--- src/rtl/alu_cmd_issuer.sv ---
// Command issuer for the signed ALU: accepts one op at a time, drives A/B/ALU_FUN,
// waits for the selected unit flag (or times out) and returns the result. Stats: ALU_ISSUER_STATS_EN.
module alu_cmd_issuer #(
    parameter int unsigned WIDTH   = 16,
    parameter int unsigned TIMEOUT = 4
) (
    input  logic               clk,
    input  logic               rst,
    input  logic               cmd_valid,
    output logic               cmd_ready,
    input  logic [WIDTH-1:0]   cmd_a,
    input  logic [WIDTH-1:0]   cmd_b,
    input  logic [3:0]         cmd_fun,
    output logic [WIDTH-1:0]   alu_a,
    output logic [WIDTH-1:0]   alu_b,
    output logic [3:0]         alu_fun,
    input  logic [2*WIDTH:0]   arith_out,
    input  logic [WIDTH-1:0]   logic_out,
    input  logic [WIDTH-1:0]   cmp_out,
    input  logic [WIDTH-1:0]   shift_out,
    input  logic               arith_flag,
    input  logic               logic_flag,
    input  logic               cmp_flag,
    input  logic               shift_flag,
    output logic               rsp_valid,
    input  logic               rsp_ready,
    output logic [2*WIDTH:0]   rsp_data,
    output logic [3:0]         rsp_fun,
`ifdef ALU_ISSUER_STATS_EN
    output logic [15:0]        op_count,
    output logic [15:0]        err_count,
`endif
    output logic               rsp_err
);

    localparam int unsigned RW         = 2 * WIDTH + 1;
    localparam logic [3:0]  TimeoutVal = 4'(TIMEOUT);

    typedef enum logic [1:0] {StIdle, StIssue, StWait, StResp} state_e;

    state_e            state_q, state_d;
    logic [WIDTH-1:0]  a_q, a_d;
    logic [WIDTH-1:0]  b_q, b_d;
    logic [3:0]        fun_q, fun_d;
    logic [RW-1:0]     data_q, data_d;
    logic [3:0]        rfun_q, rfun_d;
    logic              err_q, err_d;
    logic [3:0]        cnt_q, cnt_d;
    logic [3:0]        cnt_inc;

    logic              sel_flag;
    logic [RW-1:0]     sel_data;
    logic              accept;
    logic              hit;
    logic              expire;
    logic              rsp_hs;

    // Only the unit addressed by the latched function can complete the op.
    always_comb begin
        sel_flag = 1'b0;
        sel_data = '0;
        unique case (fun_q[3:2])
            2'b00: begin
                sel_flag = arith_flag;
                sel_data = arith_out;
            end
            2'b01: begin
                sel_flag = logic_flag;
                sel_data = {{(WIDTH + 1){1'b0}}, logic_out};
            end
            2'b10: begin
                sel_flag = cmp_flag;
                sel_data = {{(WIDTH + 1){1'b0}}, cmp_out};
            end
            2'b11: begin
                sel_flag = shift_flag;
                sel_data = {{(WIDTH + 1){1'b0}}, shift_out};
            end
            default: ;
        endcase
    end

    assign cnt_inc = cnt_q + 4'd1;
    assign accept  = cmd_valid && (state_q == StIdle);
    assign hit     = (state_q == StWait) && sel_flag;
    assign expire  = (state_q == StWait) && !sel_flag && (cnt_inc == TimeoutVal);
    assign rsp_hs  = (state_q == StResp) && rsp_ready;

    always_ff @(posedge clk) begin
        if (rst) begin
            state_q <= StIdle;
        end else begin
            state_q <= state_d;
        end
    end

    always_comb begin
        state_d = state_q;
        unique case (state_q)
            StIdle:  if (accept)         state_d = StIssue;
            StIssue:                     state_d = StWait;
            StWait:  if (hit || expire)  state_d = StResp;
            StResp:  if (rsp_hs)         state_d = StIdle;
            default:                     state_d = StIdle;
        endcase
    end

    always_comb begin
        cmd_ready = (state_q == StIdle);
        rsp_valid = (state_q == StResp);
    end

    always_comb begin
        a_d    = a_q;
        b_d    = b_q;
        fun_d  = fun_q;
        data_d = data_q;
        rfun_d = rfun_q;
        err_d  = err_q;
        cnt_d  = cnt_q;
        if (accept) begin
            a_d   = cmd_a;
            b_d   = cmd_b;
            fun_d = cmd_fun;
        end
        if (state_q == StIssue) begin
            cnt_d = '0;
        end else if ((state_q == StWait) && !sel_flag) begin
            cnt_d = cnt_inc;
        end
        if (hit) begin
            data_d = sel_data;
            rfun_d = fun_q;
            err_d  = 1'b0;
        end else if (expire) begin
            data_d = '0;
            rfun_d = fun_q;
            err_d  = 1'b1;
        end
    end

    always_ff @(posedge clk) begin
        if (rst) begin
            a_q    <= '0;
            b_q    <= '0;
            fun_q  <= '0;
            data_q <= '0;
            rfun_q <= '0;
            err_q  <= 1'b0;
            cnt_q  <= '0;
        end else begin
            a_q    <= a_d;
            b_q    <= b_d;
            fun_q  <= fun_d;
            data_q <= data_d;
            rfun_q <= rfun_d;
            err_q  <= err_d;
            cnt_q  <= cnt_d;
        end
    end

    assign alu_a    = a_q;
    assign alu_b    = b_q;
    assign alu_fun  = fun_q;
    assign rsp_data = data_q;
    assign rsp_fun  = rfun_q;
    assign rsp_err  = err_q;

`ifdef ALU_ISSUER_STATS_EN
    logic [15:0] op_cnt_q, op_cnt_d;
    logic [15:0] err_cnt_q, err_cnt_d;

    // Both counters saturate rather than wrap.
    always_comb begin
        op_cnt_d  = op_cnt_q;
        err_cnt_d = err_cnt_q;
        if (rsp_hs) begin
            if (op_cnt_q != 16'hFFFF) op_cnt_d = op_cnt_q + 16'd1;
            if (err_q && (err_cnt_q != 16'hFFFF)) err_cnt_d = err_cnt_q + 16'd1;
        end
    end

    always_ff @(posedge clk) begin
        if (rst) begin
            op_cnt_q  <= '0;
            err_cnt_q <= '0;
        end else begin
            op_cnt_q  <= op_cnt_d;
            err_cnt_q <= err_cnt_d;
        end
    end

    assign op_count  = op_cnt_q;
    assign err_count = err_cnt_q;
`endif

endmodule

--- config.mk ---
export PLATFORM = sky130hd
export DESIGN_NAME = alu_cmd_issuer
export DESIGN_NICKNAME = d
export VERILOG_FILES = /design/src/rtl/alu_cmd_issuer.sv
export SDC_FILE = /design/constraint.sdc
export NUM_CORES = 1
export LEC_CHECK = 0
export ABC_AREA = 1
export CAP_MARGIN = 0
export CORE_UTILIZATION = 63
export DETAILED_ROUTE_END_ITERATION = 6
export DONT_BUFFER_PORTS = 1
export PLACE_DENSITY = 0.77
export SYNTH_ARGS = -nofsm -noshare
export SYNTH_HDL_FRONTEND = slang
export SYNTH_SLANG_ARGS = --single-unit
--- constraint.sdc ---
create_clock -name clk -period 4.4 [get_ports clk]
set_input_delay 0.22 -clock clk [delete_from_list [all_inputs] [get_ports clk]]
set_output_delay 0.22 -clock clk [all_outputs]
set_load 0.02 [all_outputs]
Word-level counts from Yosys, hierarchy flattened
Cells that the tools add are included.
Widths: inputs -> output; s select.

storage, ports and cells
  word-level logic and storage cells = 42
  register bits = 80
  output and inout port bits = 76

cells by class
  reduce and logical (&&, ||, !) cells = 13
  add/sub/neg operators = 1
  eq/ne operators = 10
  mux-type cells = 10

operators with widths
  operator             count
  $pmux 33 s4          1
  $mux 33              2
  $eq 2x2->1 const B   4
  $mux 4               2
  $pmux 2 s4           1
  $mux 2               3
  $logic_and 1x1->1    5
  $add 4x1->4 const B  1
  $eq 2x1->1 const B   2
  $eq 4x3->1 const B   1
  $logic_not 2->1      2
  $ne 2x1->1 const B   2
  $pmux 1 s4           1
  $reduce_or 2->1      2
  $reduce_and 3->1     1
  $ne 2x2->1 const B   1
  $reduce_bool 2->1    1
  $logic_not 1->1      1
  $logic_or 1x1->1     1

Longest topological paths before layout
  depth in word-level cells = 8
  mapped depth = 11

Worst setup path after synthesis
Ideal clock, no wire load.

  path kind = register to register
  start = reg fun_q[3], in the netlist alu_fun[3]
  end = reg data_q[12], in the netlist rsp_data[12]
  slack = 2.781 ns
  cell stages (with the launch flop) = 12
  library setup time = 0.146 ns
  data arrival time = 1.474 ns
  buffers on the path = 3
  cells stage by stage = dfxtp_1 buf_4 nor2_4 inv_6 nor2_4 inv_2 nand2_4 nand3_2 buf_6 buf_6 nand3_2 a21oi_1

between the ends
  cells in the longest elaborated chain, start to end = 6
  elaborated cells on any way between the ends = 12

RTL lines
  element                                   line  source
  start: declaration                        44    logic [3:0] fun_q, fun_d;
  start signal: assignment                  154   fun_q <= fun_d;
  $eq 2x2->1, or another cell as far along  62    unique case (fun_q[3:2])
  $pmux 1 s4                                62
  $logic_not 1->1                           86    assign expire = (state_q == StWait) && !sel_flag && (cnt_inc == TimeoutVal);
  $logic_and 1x1->1 (2 in a row)            86
  $reduce_bool 2->1 (no line)               n/a
  end signal: assignment                    155   data_q <= data_d;
  end: declaration                          45    logic [RW-1:0] data_q, data_d;

Several ways; a longest one is shown, not always the timed one.
A chain may end at the register's enable or synchronous reset.

Final worst setup path
  start = reg fun_q[3], in the netlist alu_fun[3]
  end = reg rfun_q[1], in the netlist rsp_fun[1]

between the ends
  cells in the longest elaborated chain, start to end = 6
  elaborated cells on any way between the ends = 11

RTL lines
  element                                   line  source
  $eq 2x2->1, or another cell as far along  62
  $pmux 1 s4 *                              62
  $logic_not 1->1                           86
  $logic_and 1x1->1 (2 in a row)            86
  $reduce_bool 2->1 (no line)               n/a
  end signal: assignment                    156   rfun_q <= rfun_d;
  end: declaration                          46    logic [3:0] rfun_q, rfun_d;

Every way passes the cells marked *; elsewhere a longest branch is shown, timed or not.

==> reports/metrics.cfg <==
[status]
outcome = finished, final reports clean

[sta]
setup_violations = 0
final.setup_skew_ns = 0.0161
hold_violations = 0
period_share_pct = 62.5
drv_slew = 0
worst_slack_ns = 1.65
worst_slew_pin_slew_ns = 1.07
grt_setup_unrepaired = false
final.min_clock_period_ns = 2.75
tns_ns = 0
slew-limit-headroom_pct = 28.6
fmax_mhz = 364

[logic_synthesis]
yosysTopAreaCell = dfxtp_1
ys_types = 28
yosys_warnings = 0
synth_area_leaders = dfxtp_1 41%, nor2_1 9.6%, nand3_2 7.8%, nand2_1 7.1%, nand3_1 6.5%
synth-seq-cells = 80
synthesis.area_sq_um = 3870
synthCells = 518
syn_area_per_cell_sq_um = 7.47
synth_top_area_share_pct = 41.4
synth_nets = 649
ys_seq_area_share_pct = 41.4

[final_layout]
area_growth_pct = 3.69
final_util_pct = 67.7
antenna_cells = 0
design_area_sq_um = 4010
layout-drive-gt1-share_pct = 15.5
nets = 630

[clocking]
post-cts-setup-buffer-count = 0
cts_sinks = 80
cts.htree.levels = 3
cts_resized = 0
cts_tree = yes
cts.clk_slew.worst_paths_ns = 0.09
clk_latency_ns = 0.34
clockBufferDepth = 2
cts_root_buf = clkbuf_8
cts_buffers = 9

[floorplan]
rows = 28
start_util_pct = 65.3
die_area_sq_um = 6460
io_pins = 201
core-area_sq_um = 5920
chipHeight_um = 80.4
die_w_um = 80.4

[worst_setup_path]
critPathArrivalTime_ns = 3.01
cpPeakStageDelay_ns = 0.80
worstSetupPathType = reg -> reg
cp_data_required_time_ns = 4.67
startpoint = alu_fun[3]$_SDFFE_PP0P_
r2r-start = alu_fun[3]$_SDFFE_PP0P_
cp.buffers_inverters = 2
cp_top_family = simple AND/OR/NAND/NOR gates
path_cells = nor2_4, inv_6, nor2_4, inv_2, nand2_4, nand3_2, nand3_1, nand2_1, nor2_1
startpoint_type = flop
slowest_stage = nand3_2
cp_max_fo = 38
path_common_cell = nor2_4
endpoint_kind = flop

[place]
numPortBuffers = 0
dp_slack_ns = 1.64
placed_cell_area_sq_um = 3780
gp_congestion = 0.869
dp_hpwl_um = 6300

[global_route]
antenna_found_initial = 0
track_usage_pct = 27.1
overflow = 0
grt_pass1_vias = 3005
grt_max_degree = 44
grt_pass1_wl_um = 13600

[power]
sw_frac_of_total_pct = 42.8
internal-power_uw = 1380
p_total_uw = 2410
p_switching_uw = 1030
p_seq_share_pct = 48.1
p_leak_uw = 0.00157
p_clk_share_pct = 23.5
pwr-share-comb_pct = 28.5
peakVddDrop_mv = 0.426
pwr_density_cell_nw_per_um2 = 600

[routing]
dr.pass1.iters = 5
wl_per_cell_um = 15.3
drc = 0
viasPerCell = 5.74
num_vias = 3322
wirelength_um = 8880
drt_iter0_markers = 167
antenna_left = 0

[flow_run]
maxCapViolations = 0

[worst_hold_path]
hp-class = in -> reg
min_from = cmd_a[7]

-- worst reg2reg max path, cell delays in order (launching register included) --
cell and delay (ns):
dfxtp_1 0.48, nor2_4 0.49, inv_6 0.16, nor2_4 0.13
inv_2 0.05, nand2_4 0.09, nand3_2 0.80, nand3_1 0.32
nand2_1 0.07, nor2_1 0.11
-- registers in the layout, indices dropped and copies added, names as in the netlist --
name	count
alu_a	16
rsp_err	1
rsp_fun	4
alu_fun	4
cnt_q	4
state_q	2
rsp_data	33
alu_b	16
-- cell usage after synthesis (all sizes together) --
| master | count |
|---|---|
| inv | 39 |
| ha | 6 |
| clkinv | 1 |
| or2 | 2 |
| nor2 | 103 |
| buf | 14 |
| o21ai | 53 |
| nand3 | 80 |
| o21bai | 1 |
| o22ai | 1 |
| nand2 | 76 |
| nand4 | 2 |
| clkbuf | 18 |
| dfxtp | 80 |
| a21oi | 42 |
-- stage by stage --
step,hold WS [ns],cells
3_5_place_dp,0.287,562
4_1_cts,0.0224,579
2_1_floorplan,0.369,518
6_report,0.0367,579
3_3_place_gp,0.286,562
5_1_grt,0.0173,579
-- cell families after synthesis --
| group | share of synthesized area [%] |
|---|---|
| DFF | 41.4 |
| AOI/OAI and AO/OA | 14.5 |
| and+or+nand+nor | 33.2 |
| buffers and inverters | 8.93 |
| adders and majority gates | 1.94 |
-- worst paths after layout --
kind              cells after the start  slack [ns]                       to
setup / recovery                      9        1.65  rsp_fun[1]$_SDFFE_PP0P_
hold / removal                        2        0.04    alu_a[7]$_SDFFE_PP0P_
setup reg to reg                      9        1.65  rsp_fun[1]$_SDFFE_PP0P_
hold reg to reg                       2        0.51    cnt_q[3]$_SDFFE_PP0P_
-- routing by layer --
layer  global-route usage (%)  routed length (um)  share of wire, %  vias up
met5                        0                   0                 0        -
met4                     13.2                 175               2.0        0
met3                     10.0                 821               9.2       16
met2                     45.8                4380                49      141
met1                     29.8                3500                39     1517
li1                         -                   -                 -     1648
-- power by group through the flow --
| stage | Combinational, uW | Clock [uW] | Sequential (uW) |
|---|---|---|---|
| after floorplan | 612 | 0 | 1130 |
| after global placement | 654 | 0 | 1170 |
| after detailed placement | 681 | 0 | 1180 |
| after CTS | 690 | 578 | 1160 |
| after global routing | 788 | 608 | 1180 |
| final | 685 | 565 | 1160 |
-- repair_timing --
action,in CTS,in global routing
hold buffers,1,0
endpoints found under the hold margin,33,0
setup endpoints to repair,0,0
-- layout by cell type (no fill, tap or decap), types with 2 or more instances in the layout --
cell | netlist | routed
nor2_1 | 99 | 99
dfxtp_1 | 80 | 80
nand2_1 | 73 | 73
nand3_1 | 50 | 50
o21ai_0 | 39 | 39
inv_1 | 36 | 36
nand3_2 | 30 | 30
a21oi_1 | 23 | 23
a21oi_2 | 19 | 19
o21ai_1 | 14 | 14
clkbuf_8 | 0 | 10
ha_1 | 6 | 6
inv_6 | 1 | 4
nor2_4 | 3 | 3
inv_2 | 2 | 2
nand4_1 | 2 | 2
nand2_2 | 2 | 2
clkinv_4 | 0 | 2
-- cell type report --
cell class	instances	area, sq um
multi-input cells	366	1920
fillers	528	1910
flip-flops and latches	80	1600
inverters	40	155
clock buffers	10	138
well taps	75	93.8
clock inverters	6	73.8
repair buffers	2	27.5
No activity file was read; power rests on OpenSTA's default activity.
